[config.mk]
export PLATFORM = sky130hd
export DESIGN_NAME = ccm_ctr_stream_flat
export DESIGN_NICKNAME = d
export VERILOG_FILES = /design/src/rtl/ccm_ctr_stream_if.sv /design/src/rtl/ccm_ctr_stream.sv /design/src/flat_wrapper.sv
export SDC_FILE = /design/constraint.sdc
export NUM_CORES = 1
export LEC_CHECK = 0
export ABC_AREA = 0
export BUFFER_PORTS_ARGS = -buffer_cell sky130_fd_sc_hd__buf_2
export CELL_PAD_IN_SITES_DETAIL_PLACEMENT = 1
export CELL_PAD_IN_SITES_GLOBAL_PLACEMENT = 1
export CORE_ASPECT_RATIO = 1.1
export CORE_UTILIZATION = 30
export CTS_BUF_LIST = sky130_fd_sc_hd__clkbuf_8
export DETAILED_ROUTE_END_ITERATION = 7
export PLACE_DENSITY_LB_ADDON = 0.1
export SYNTH_ARGS = -nofsm -noshare
export SYNTH_HDL_FRONTEND = slang
export SYNTH_SLANG_ARGS = --single-unit
[constraint.sdc]
create_clock -name clk -period 15.05 [get_ports clk]
set_input_delay 1.505 -clock clk [delete_from_list [all_inputs] [get_ports clk]]
set_output_delay 1.505 -clock clk [all_outputs]
set_load 0.005 [all_outputs]
[src/rtl/ccm_ctr_stream_if.sv]
// Stream, output and AES-request channels of the CCM counter-mode block.
// The DUT connects through the slave modport, the environment through master.
interface ccm_ctr_stream_if #(
  parameter int WIDTH = 8
);
  logic [WIDTH-1:0] input_data;
  logic             input_en;
  logic             input_last;
  logic             input_ready;

  logic [WIDTH-1:0] out_data;
  logic             out_en;
  logic             out_last;
  logic             out_ready;

  logic [127:0]     aes_block;
  logic             aes_en;
  logic             aes_ready;
  logic [127:0]     aes_result;
  logic             aes_result_en;

  modport master (
    output input_data, input_en, input_last, out_ready,
    output aes_ready, aes_result, aes_result_en,
    input  input_ready, out_data, out_en, out_last, aes_block, aes_en
  );

  modport slave (
    input  input_data, input_en, input_last, out_ready,
    input  aes_ready, aes_result, aes_result_en,
    output input_ready, out_data, out_en, out_last, aes_block, aes_en
  );
endinterface

[src/rtl/ccm_ctr_stream.sv]
// CCM counter-mode stream engine: issues {flag, nonce, counter} blocks to a shared
// AES core, buffers returned keystream and XORs it onto the word stream.
//
// state | meaning
// IDLE  | waiting for start, no requests issued
// RUN   | accepting input words, prefetching keystream within credit limit
// PAD   | emitting the rest of the final block with zero input
// DRAIN | waiting for in-flight results and output register, then flush FIFO
module ccm_ctr_stream #(
  parameter int WIDTH       = 8,
  parameter int WIDTH_NONCE = 100,
  parameter int WIDTH_FLAG  = 8,
  parameter int WIDTH_COUNT = 20,
  parameter int KS_DEPTH    = 2
) (
  input  logic                   clk,
  input  logic                   reset,
  input  logic                   start,
  input  logic                   pad_en,
  input  logic [WIDTH_NONCE-1:0] ccm_ctr_nonce,
  input  logic [WIDTH_FLAG-1:0]  ccm_ctr_flag,
  input  logic [WIDTH_COUNT-1:0] ccm_ctr_init,
  output logic                   busy,
  output logic                   ctr_wrap,
  ccm_ctr_stream_if.slave        bus
);

  localparam int WPB = 128 / WIDTH;
  localparam int IW  = (WPB > 1) ? $clog2(WPB) : 1;
  localparam int PW  = (KS_DEPTH > 1) ? $clog2(KS_DEPTH) : 1;
  localparam int CW  = $clog2(KS_DEPTH + 1);

  typedef enum logic [1:0] {
    S_IDLE  = 2'd0,
    S_RUN   = 2'd1,
    S_PAD   = 2'd2,
    S_DRAIN = 2'd3
  } state_t;

  state_t                 state_q, state_d;
  logic [WIDTH_FLAG-1:0]  flag_q, flag_d;
  logic [WIDTH_NONCE-1:0] nonce_q, nonce_d;
  logic [WIDTH_COUNT-1:0] ctr_q, ctr_d;
  logic                   pad_q, pad_d;
  logic                   wrap_q, wrap_d;
  logic                   aes_en_q, aes_en_d;
  logic [127:0]           aes_blk_q, aes_blk_d;
  logic [CW-1:0]          infl_q, infl_d;
  logic [CW-1:0]          cnt_q, cnt_d;
  logic [PW-1:0]          rd_q, rd_d;
  logic [PW-1:0]          wr_q, wr_d;
  logic [IW-1:0]          idx_q, idx_d;
  logic [WIDTH-1:0]       od_q, od_d;
  logic                   oe_q, oe_d;
  logic                   ol_q, ol_d;
  logic [127:0]           fifo_q [KS_DEPTH];

  logic [127:0]     head;
  logic [127:0]     ks_sh;
  logic [WIDTH-1:0] slice;
  logic             out_adv, fifo_ne, in_rdy, in_acc, pad_acc, adv;
  logic             blk_end, pop, push, xfer;

  always_comb begin
    head    = fifo_q[rd_q];
    ks_sh   = head << (idx_q * WIDTH);
    slice   = ks_sh[127 -: WIDTH];
    out_adv = !oe_q || bus.out_ready;
    fifo_ne = (cnt_q != '0);
    in_rdy  = (state_q == S_RUN) && fifo_ne && out_adv;
    in_acc  = in_rdy && bus.input_en;
    // Once the final padded word sits in the output register, stop emitting.
    pad_acc = (state_q == S_PAD) && fifo_ne && out_adv && !(oe_q && ol_q);
    adv     = in_acc || pad_acc;
    blk_end = (idx_q == IW'(WPB - 1));
    pop     = adv && blk_end;
    push    = bus.aes_result_en;
    xfer    = aes_en_q && bus.aes_ready;
  end

  always_comb begin
    state_d   = state_q;
    flag_d    = flag_q;
    nonce_d   = nonce_q;
    ctr_d     = ctr_q;
    pad_d     = pad_q;
    wrap_d    = wrap_q;
    aes_en_d  = aes_en_q;
    aes_blk_d = aes_blk_q;
    infl_d    = infl_q + CW'(xfer) - CW'(push);
    cnt_d     = cnt_q + CW'(push) - CW'(pop);
    rd_d      = rd_q;
    wr_d      = wr_q;
    idx_d     = idx_q;
    od_d      = od_q;
    oe_d      = oe_q;
    ol_d      = ol_q;

    if (xfer) begin
      ctr_d = ctr_q + 1'b1;
      if (&ctr_q) wrap_d = 1'b1;
    end
    if (push) wr_d = (wr_q == PW'(KS_DEPTH - 1)) ? '0 : wr_q + 1'b1;
    if (pop)  rd_d = (rd_q == PW'(KS_DEPTH - 1)) ? '0 : rd_q + 1'b1;

    if (adv) begin
      idx_d = blk_end ? '0 : idx_q + 1'b1;
      od_d  = (in_acc ? bus.input_data : '0) ^ slice;
      oe_d  = 1'b1;
      ol_d  = in_acc ? (bus.input_last && (!pad_q || blk_end)) : blk_end;
    end else if (bus.out_ready) begin
      oe_d = 1'b0;
      ol_d = 1'b0;
    end

    case (state_q)
      S_IDLE: begin
        if (start) begin
          state_d = S_RUN;
          flag_d  = ccm_ctr_flag;
          nonce_d = ccm_ctr_nonce;
          ctr_d   = ccm_ctr_init;
          pad_d   = pad_en;
          wrap_d  = 1'b0;
          idx_d   = '0;
        end
      end
      S_RUN: begin
        if (in_acc && bus.input_last)
          state_d = (pad_q && !blk_end) ? S_PAD : S_DRAIN;
      end
      S_PAD: begin
        if (oe_q && ol_q && bus.out_ready) state_d = S_DRAIN;
      end
      S_DRAIN: begin
        // Surplus prefetched keystream is dropped here in one go.
        if (infl_q == '0 && !aes_en_q && !oe_q) begin
          state_d = S_IDLE;
          cnt_d   = '0;
          rd_d    = '0;
          wr_d    = '0;
          idx_d   = '0;
        end
      end
      default: state_d = S_IDLE;
    endcase

    // A pending request is held; a new one is raised only with a free credit.
    if (!aes_en_q || bus.aes_ready) begin
      aes_en_d = 1'b0;
      if (state_q == S_RUN && state_d == S_RUN &&
          ({1'b0, infl_d} + {1'b0, cnt_d}) < (CW + 1)'(KS_DEPTH)) begin
        aes_en_d  = 1'b1;
        aes_blk_d = {flag_q, nonce_q, ctr_d};
      end
    end
  end

  always_ff @(posedge clk) begin
    if (!reset) begin
      state_q   <= S_IDLE;
      flag_q    <= '0;
      nonce_q   <= '0;
      ctr_q     <= '0;
      pad_q     <= 1'b0;
      wrap_q    <= 1'b0;
      aes_en_q  <= 1'b0;
      aes_blk_q <= '0;
      infl_q    <= '0;
      cnt_q     <= '0;
      rd_q      <= '0;
      wr_q      <= '0;
      idx_q     <= '0;
      od_q      <= '0;
      oe_q      <= 1'b0;
      ol_q      <= 1'b0;
      for (int i = 0; i < KS_DEPTH; i++) fifo_q[i] <= '0;
    end else begin
      state_q   <= state_d;
      flag_q    <= flag_d;
      nonce_q   <= nonce_d;
      ctr_q     <= ctr_d;
      pad_q     <= pad_d;
      wrap_q    <= wrap_d;
      aes_en_q  <= aes_en_d;
      aes_blk_q <= aes_blk_d;
      infl_q    <= infl_d;
      cnt_q     <= cnt_d;
      rd_q      <= rd_d;
      wr_q      <= wr_d;
      idx_q     <= idx_d;
      od_q      <= od_d;
      oe_q      <= oe_d;
      ol_q      <= ol_d;
      if (push) fifo_q[wr_q] <= bus.aes_result;
    end
  end

  assign bus.input_ready = in_rdy;
  assign bus.out_data    = od_q;
  assign bus.out_en      = oe_q;
  assign bus.out_last    = ol_q;
  assign bus.aes_block   = aes_blk_q;
  assign bus.aes_en      = aes_en_q;
  assign busy            = (state_q != S_IDLE);
  assign ctr_wrap        = wrap_q;

endmodule

[src/flat_wrapper.sv]
// flat-port wrapper written by rule: the top's interface ports become plain ports
module ccm_ctr_stream_flat 
#(
  parameter int WIDTH       = 8,
  parameter int WIDTH_NONCE = 100,
  parameter int WIDTH_FLAG  = 8,
  parameter int WIDTH_COUNT = 20,
  parameter int KS_DEPTH    = 2
)
  (clk, reset, start, pad_en, ccm_ctr_nonce, ccm_ctr_flag, ccm_ctr_init, busy, ctr_wrap, bus_input_data, bus_input_en, bus_input_last, bus_out_ready, bus_aes_ready, bus_aes_result, bus_aes_result_en, bus_input_ready, bus_out_data, bus_out_en, bus_out_last, bus_aes_block, bus_aes_en);
  ccm_ctr_stream_if #(.WIDTH(WIDTH)) bus_i ();
  input  logic clk;
  input  logic reset;
  input  logic start;
  input  logic pad_en;
  input  logic [WIDTH_NONCE-1:0] ccm_ctr_nonce;
  input  logic [WIDTH_FLAG-1:0] ccm_ctr_flag;
  input  logic [WIDTH_COUNT-1:0] ccm_ctr_init;
  output logic busy;
  output logic ctr_wrap;
  input wire logic [$bits(bus_i.input_data)-1:0] bus_input_data;
  input wire logic [$bits(bus_i.input_en)-1:0] bus_input_en;
  input wire logic [$bits(bus_i.input_last)-1:0] bus_input_last;
  input wire logic [$bits(bus_i.out_ready)-1:0] bus_out_ready;
  input wire logic [$bits(bus_i.aes_ready)-1:0] bus_aes_ready;
  input wire logic [$bits(bus_i.aes_result)-1:0] bus_aes_result;
  input wire logic [$bits(bus_i.aes_result_en)-1:0] bus_aes_result_en;
  output wire logic [$bits(bus_i.input_ready)-1:0] bus_input_ready;
  output wire logic [$bits(bus_i.out_data)-1:0] bus_out_data;
  output wire logic [$bits(bus_i.out_en)-1:0] bus_out_en;
  output wire logic [$bits(bus_i.out_last)-1:0] bus_out_last;
  output wire logic [$bits(bus_i.aes_block)-1:0] bus_aes_block;
  output wire logic [$bits(bus_i.aes_en)-1:0] bus_aes_en;
  assign bus_i.input_data = bus_input_data;
  assign bus_i.input_en = bus_input_en;
  assign bus_i.input_last = bus_input_last;
  assign bus_i.out_ready = bus_out_ready;
  assign bus_i.aes_ready = bus_aes_ready;
  assign bus_i.aes_result = bus_aes_result;
  assign bus_i.aes_result_en = bus_aes_result_en;
  assign bus_input_ready = bus_i.input_ready;
  assign bus_out_data = bus_i.out_data;
  assign bus_out_en = bus_i.out_en;
  assign bus_out_last = bus_i.out_last;
  assign bus_aes_block = bus_i.aes_block;
  assign bus_aes_en = bus_i.aes_en;
  ccm_ctr_stream #(.WIDTH(WIDTH), .WIDTH_NONCE(WIDTH_NONCE), .WIDTH_FLAG(WIDTH_FLAG), .WIDTH_COUNT(WIDTH_COUNT), .KS_DEPTH(KS_DEPTH)) u_core (.clk(clk), .reset(reset), .start(start), .pad_en(pad_en), .ccm_ctr_nonce(ccm_ctr_nonce), .ccm_ctr_flag(ccm_ctr_flag), .ccm_ctr_init(ccm_ctr_init), .busy(busy), .ctr_wrap(ctr_wrap), .bus(bus_i));
endmodule
Word level (Yosys, flattened, before mapping)
Memories as Yosys holds them, arrays and structs flattened. A register that Yosys moved wholly into a read port is not among the register bits.
Cells that the tools add are included.
{"block": "classes", "n_addsub": 9, "n_lt_le_gt_ge": 1, "n_eq_ne": 5, "n_shift": 1, "mux": 42, "n_bitwise": 1, "n_reduce_logical": 35}
{"operator": "128-bit 2-to-1 mux", "count": 1}
{"operator": "128-bit OR reduction", "count": 1}
{"operator": "128-bit by 7-bit << shifter with 128-bit output", "count": 1}
{"operator": "20-bit 2-to-1 mux", "count": 3}
{"operator": "1-bit 2-to-1 mux", "count": 25}
{"operator": "20-bit by 1-bit adder with 20-bit output, second input constant", "count": 1}
{"operator": "20-bit AND reduction", "count": 1}
{"operator": "1-bit logical AND", "count": 17}
{"operator": "4-bit 2-to-1 mux", "count": 4}
{"operator": "2-bit 2-to-1 mux", "count": 6}
{"operator": "8-bit 2-to-1 mux", "count": 1}
{"operator": "2-bit one-hot mux with 4 select lines", "count": 1}
{"operator": "4-bit one-hot mux with 2 select lines", "count": 1}
{"operator": "8-bit XOR", "count": 1}
{"operator": "2-bit nonzero test", "count": 3}
{"operator": "1-bit logical NOT", "count": 5}
{"operator": "2-bit by 1-bit adder with 2-bit output", "count": 2}
{"operator": "4-bit by 1-bit adder with 4-bit output, second input constant", "count": 1}
{"operator": "2-bit by 1-bit == test with 1-bit output, second input constant", "count": 2}
{"operator": "2-bit == test, second input constant", "count": 2}
{"operator": "4-bit == test, second input constant", "count": 1}
{"operator": "2-bit logical NOT", "count": 2}
{"operator": "1-bit logical OR", "count": 4}
{"operator": "2-bit AND reduction", "count": 2}
{"operator": "4 further kinds", "count": 6}
{"block": "totals", "regBits": 281, "mem_bits_rw": 256, "in_bits": 273, "out_inout_bits": 142, "word_cells": 111, "n_memories": 1}
{"memory": "u_core.fifo_q", "depth": 2, "width": 128, "read_ports": 1, "rd_ports_with_merged_regs": 1, "write_ports": 2, "line_no": "ccm_ctr_stream.sv:56", "text": "logic [127:0] fifo_q [KS_DEPTH];"}

Longest topological paths before layout
{"block": "depth", "ltp_word": 13, "depth_mapped": 20, "ltp_nobuf": 17}

Worst setup path before layout
OpenSTA, ideal clock, no wires.
{"block": "synth_timing", "kind": "input port to flip-flop", "start": "input reset", "end": "memory u_core.fifo_q[0][0] (enable)", "setup_time_ns": 0.792, "arrival_time_ns": 10.770, "t_required_ns": 14.258, "slack_ns": 3.489, "cell_stages": 3, "path_buffers": 1, "cell_sequence": "clkbuf_1 nand2_1 o21ai_0"}
{"element": "start, declared", "line_no": "flat_wrapper.sv:13", "text": "input logic reset;"}
{"element": "end, declared", "line_no": "ccm_ctr_stream.sv:56"}

Worst setup path in the final report
{"block": "layout_timing", "start": "input bus_out_ready", "end": "register u_core.aes_blk_q[37] (netlist: u_core.bus.aes_block[37])"}
{"block": "layout_via", "elab_chain_len": 12, "word_cells_on_any_way": 21, "cone_classes": "add/sub: 2; order compare: 1; eq/ne: 1; mux: 5; reduce/logical: 12"}
{"element": "start, declared", "line_no": "flat_wrapper.sv:24", "text": "input wire logic [$bits(bus_i.out_ready)-1:0] bus_out_ready;"}
{"element": "1-bit logical OR (*)", "line_no": "ccm_ctr_stream.sv:68", "text": "out_adv = !oe_q || bus.out_ready;"}
{"element": "1-bit logical AND (on tied branches)", "line_no": "ccm_ctr_stream.sv:70, ccm_ctr_stream.sv:73"}
{"element": "1-bit logical AND (on tied branches)", "line_no": "ccm_ctr_stream.sv:71, ccm_ctr_stream.sv:73"}
{"element": "1-bit logical OR (*)", "line_no": "ccm_ctr_stream.sv:74", "text": "adv = in_acc || pad_acc;"}
{"element": "1-bit logical AND (*)", "line_no": "ccm_ctr_stream.sv:76", "text": "pop = adv && blk_end;"}
{"element": "2-bit by 1-bit subtractor with 2-bit output (*)", "line_no": "ccm_ctr_stream.sv:91", "text": "cnt_d = cnt_q + CW'(push) - CW'(pop);"}
{"element": "2-bit 2-to-1 mux", "line_no": "ccm_ctr_stream.sv:137", "text": "if (infl_q == '0 && !aes_en_q && !oe_q) begin"}
{"element": "2-bit 2-to-1 mux (*)", "line_no": "ccm_ctr_stream.sv:116", "text": "case (state_q)"}
{"element": "net u_core.cnt_d[1]", "line_no": "ccm_ctr_stream.sv:49", "text": "logic [CW-1:0] cnt_q, cnt_d;"}
{"element": "2-bit by 2-bit adder with 3-bit output (*)", "line_no": "ccm_ctr_stream.sv:152", "text": "({1'b0, infl_d} + {1'b0, cnt_d}) < (CW + 1)'(KS_DEPTH)) begin"}
{"element": "3-bit by 2-bit < comparator with 1-bit output (*)", "line_no": "ccm_ctr_stream.sv:152"}
{"element": "1-bit logical AND (*)", "line_no": "ccm_ctr_stream.sv:151", "text": "if (state_q == S_RUN && state_d == S_RUN &&"}
{"element": "2-bit AND reduction (no source line) (*)"}
{"element": "end signal, assigned", "line_no": "ccm_ctr_stream.sv:186", "text": "aes_blk_q <= aes_blk_d;"}
{"element": "end, declared", "line_no": "ccm_ctr_stream.sv:47", "text": "logic [127:0] aes_blk_q, aes_blk_d;"}
The timed path passes the listed nets; every way through them passes the cells marked *.
A chain may end at the register's enable or synchronous reset.

==> results.py <==
metrics = {
    "critical_path": {
        "path_class": "in2reg",
        "cp.required_ns": 15.63,
        "arrival_ns": 5.95,
        "end_kind": "flop",
        "reg2reg_slack_ns": 10.03,
        "cp_max_fo": 128,
        "start_kind": "input pin",
    },
    "job": {
        "max_cap_viol_count": 0,
    },
    "power_and_ir_drop": {
        "vdd_drop_max_uv": 55.76,
        "p_leak_uw": 0.01074,
        "p_per_area_nw_per_um2": 124.0,
        "combPwrFrac_pct": 12.1,
        "p_int_uw": 2480,
        "switching_power_uw": 917.8,
        "power_frac_seq_pct": 49.9,
        "netSwitchingFraction_pct": 27.01,
        "clkPwrFrac_pct": 38.1,
    },
    "synthesis": {
        "syn_inst": 2060,
        "avgSynthCellArea_um2": 11.08,
        "synth_cell_types": 64,
        "syn-cell-area_um2": 22830,
        "synthFlopType": "dfxtp_1",
        "yosys_warnings": 0,
        "synthArstFlopShare_pct": 0,
        "syn_nets": 2345,
        "synth_edf_count": 256,
        "synth-seq-area-share_pct": 58.40,
        "ys_ff_latch": 538,
    },
    "cts": {
        "htreeDepth": 3,
        "cts_buffers": 98,
        "hold_buffers": 0,
        "cts_resized": 0,
        "cts_tree": "done",
        "post_cts_buffers": 0,
        "worstSkewPairLatency_ns": 0.67,
        "clk_pin_slew_ns": 0.06,
        "cts_root_buffer": "clkbuf_8",
        "clk_path_buf_depth": 3,
        "cts_sinks": 538,
    },
    "final_layout": {
        "layout-drive-gt1-share_pct": 24.76,
        "fill_cells": 8397,
        "nNetsFinal": 2736,
        "stdcell_area_um2": 27410,
        "syn_to_final_growth_pct": 20.06,
    },
    "place": {
        "place_hpwl_um": 47570,
        "port_buffers": 414,
        "post_dp_cell_area_um2": 25630,
        "gp_congestion": 0.7439,
    },
    "drt": {
        "postRouteAntennaNets": 0,
        "drtIter0Drc": 681,
        "detail_route.drc_violations": 0,
        "dr.pass1.iters": 4,
        "wirelength_um": 71820,
        "routed_via_density": 4.739,
        "via_count": 16520,
        "wire_per_inst_um": 20.60,
    },
    "die": {
        "die_x_um": 265.0,
        "row_count": 105,
        "dieArea_um2": 77210,
        "ioPinCount": 415,
        "die_h_um": 291.3,
        "start_util_pct": 30.49,
        "coreArea_um2": 74880,
    },
    "sta": {
        "rsz0062_at_grt": "false",
        "max_freq_ghz": 0.1862,
        "final.setup.tns_ns": 0,
        "relSlewSlack_pct": 25.97,
        "finalHoldViolCount": 0,
        "holdWs_ns": 0.4478,
        "setup_viol": 0,
        "fin_crit_ns": 5.371,
        "finalMaxSlewViolations": 0,
        "tightest_slew_ns": 1.110,
        "finalCritPeriodShare_pct": 35.69,
        "clock_skew_ns": 0.03707,
    },
    "hold_path": {
        "hold_class": "reg2reg",
    },
    "grt": {
        "antenna_found_initial": 20,
        "grt_first_pass_wirelength_um": 107700,
        "grt_pass1_vias": 17430,
        "overflow": 0,
        "grt_max_degree": 129,
        "grt.total_usage_pct": 18.32,
    },
    "run_status": {
        "status": "completed",
    },
}
## metrics by stage
| stage | cells | power (µW) | utilization (%) | worst slack [ns] |
|---|---|---|---|---|
| after floorplan | 2060 | 1990 | - | 3.489 |
| after global placement | 3314 | 2137 | 34.23 | 9.031 |
| after detailed placement | 3314 | 2149 | 34.23 | 8.974 |
| after CTS | 3479 | 3471 | 36.58 | 9.710 |
| after global routing | 3483 | 3576 | 36.59 | 9.438 |
| final | 3486 | 3398 | 36.60 | 9.679 |
## critical path: stages
cell and delay [ns]:
buf_2 0.12, nand2b_2 0.20, o211a_1 0.14, and2_1 0.32, o2111ai_1 0.39, inv_1 0.11
ha_1 0.28, inv_1 0.04, ha_1 0.18, xor2_1 0.15, xnor2_1 0.19, a21oi_1 0.09
fa_1 0.48, nor2_1 0.12, nand2_1 0.11, nor4_4 0.29, buf_12 0.66, mux2i_1 0.29
## layout make-up
cell class	count	area (µm²)	area share, %
Sequential cell	538	13340	48.66
Clock inverter	55	246.5	0.8992
Clock buffer	110	1514	5.523
Tap cell	963	1205	4.396
Multi-Input combinational cell	1365	8796	32.09
Antenna cell	7	17.52	0.06390
Timing Repair Buffer	433	2236	8.157
Inverter	15	58.81	0.2145
## synthesized netlist by cell type (all sizes together), types with 4 or more instances
library cell,number,share of area [%]
mux4,36,3.6
and2,283,7.8
or2,4,0.11
mux2i,166,7.3
ha,11,0.60
inv,15,0.25
o221ai,4,0.15
xor2,15,0.58
o211ai,4,0.13
nor2b,9,0.25
buf,40,1.3
nor4,4,0.20
edfxtp,256,34
o21ai,25,0.55
a221oi,4,0.15
mux2,26,1.5
nand2,467,7.7
xnor2,12,0.46
nor2,42,0.69
nand4,9,0.25
nor3,10,0.22
a22oi,18,0.59
dfxtp,282,25
a211oi,23,0.76
and3,5,0.14
clkbuf,102,1.7
a21oi,131,2.9
nand3,18,0.39
## power by group through the flow
stage,Combinational [µW],Clock (µW),Sequential [µW]
after global placement,416,0,1720
after floorplan,267,0,1720
final,410,1290,1690
after detailed placement,423,0,1730
after CTS,424,1350,1700
after global routing,455,1410,1710
## layer usage
| layer | up-vias | share of wire (%) | routed length, µm | GRT usage (%) |
|---|---|---|---|---|
| li1 | 7884 | - | - | - |
| met1 | 8106 | 42 | 30090 | 21.85 |
| met2 | 385 | 49 | 35530 | 31.85 |
| met3 | 127 | 5.7 | 4103 | 4.695 |
| met4 | 18 | 2.7 | 1971 | 6.147 |
| met5 | - | 0.17 | 125 | 0 |
## kinds of logic after synthesis
family,after synthesis,synth area share (%)
and+or+nand+nor,861,17.99
xor gates and xnor gates,27,1.036
AOI/OAI and AO/OA,237,6.319
adders and majority gates,12,0.6905
DFF,538,58.40
muxes,228,12.31
buffers and inverters,157,3.255
## placed cells by master, fill, tap and decap left out, types with 6 or more instances in the layout
| master | Yosys | final |
|---|---|---|
| inv_1 | 15 | 48 |
| mux2_1 | 8 | 8 |
| xor2_1 | 15 | 15 |
| dfxtp_1 | 282 | 280 |
| edfxtp_1 | 256 | 256 |
| xnor2_1 | 12 | 12 |
| mux2i_1 | 166 | 166 |
| a22oi_1 | 18 | 18 |
| and2_1 | 283 | 282 |
| nor3_1 | 10 | 10 |
| nand4_1 | 9 | 9 |
| clkbuf_8 | 0 | 111 |
| diode_2 | 0 | 7 |
| nand2_1 | 467 | 465 |
| ha_1 | 11 | 11 |
| nand3_1 | 18 | 18 |
| mux2_2 | 6 | 6 |
| a21oi_1 | 131 | 131 |
| buf_4 | 8 | 18 |
| nor2b_1 | 9 | 9 |
| clkinv_1 | 0 | 14 |
| mux4_2 | 36 | 36 |
| nor2_1 | 42 | 41 |
| mux2_4 | 12 | 12 |
| o21ai_0 | 23 | 22 |
| a211oi_1 | 23 | 23 |
| buf_2 | 6 | 413 |
## sequential cells by signal (all words and copies together), names as in the netlist, 4 cells and up, named ones only
| signal | flops |
|---|---|
| u_core.fifo_q | 256 |
| u_core.bus.aes_block | 128 |
| u_core.nonce_q | 100 |
| u_core.ctr_q | 20 |
| u_core.bus.out_data | 8 |
| u_core.flag_q | 8 |
| u_core.idx_q | 4 |
## path summary, 6_finish.rpt
path | end | startpoint | cells past startpoint
setup / recovery | u_core.bus.aes_block[37] | bus_out_ready | 18
hold / removal | u_core.bus.aes_block[46] | u_core.nonce_q[26] | 2
setup reg to reg | u_core.bus.aes_block[37] | u_core.state_q[1] | 18
hold reg to reg | u_core.bus.aes_block[46] | u_core.nonce_q[26] | 2
Note: power is estimated with default switching activity, not from simulation.
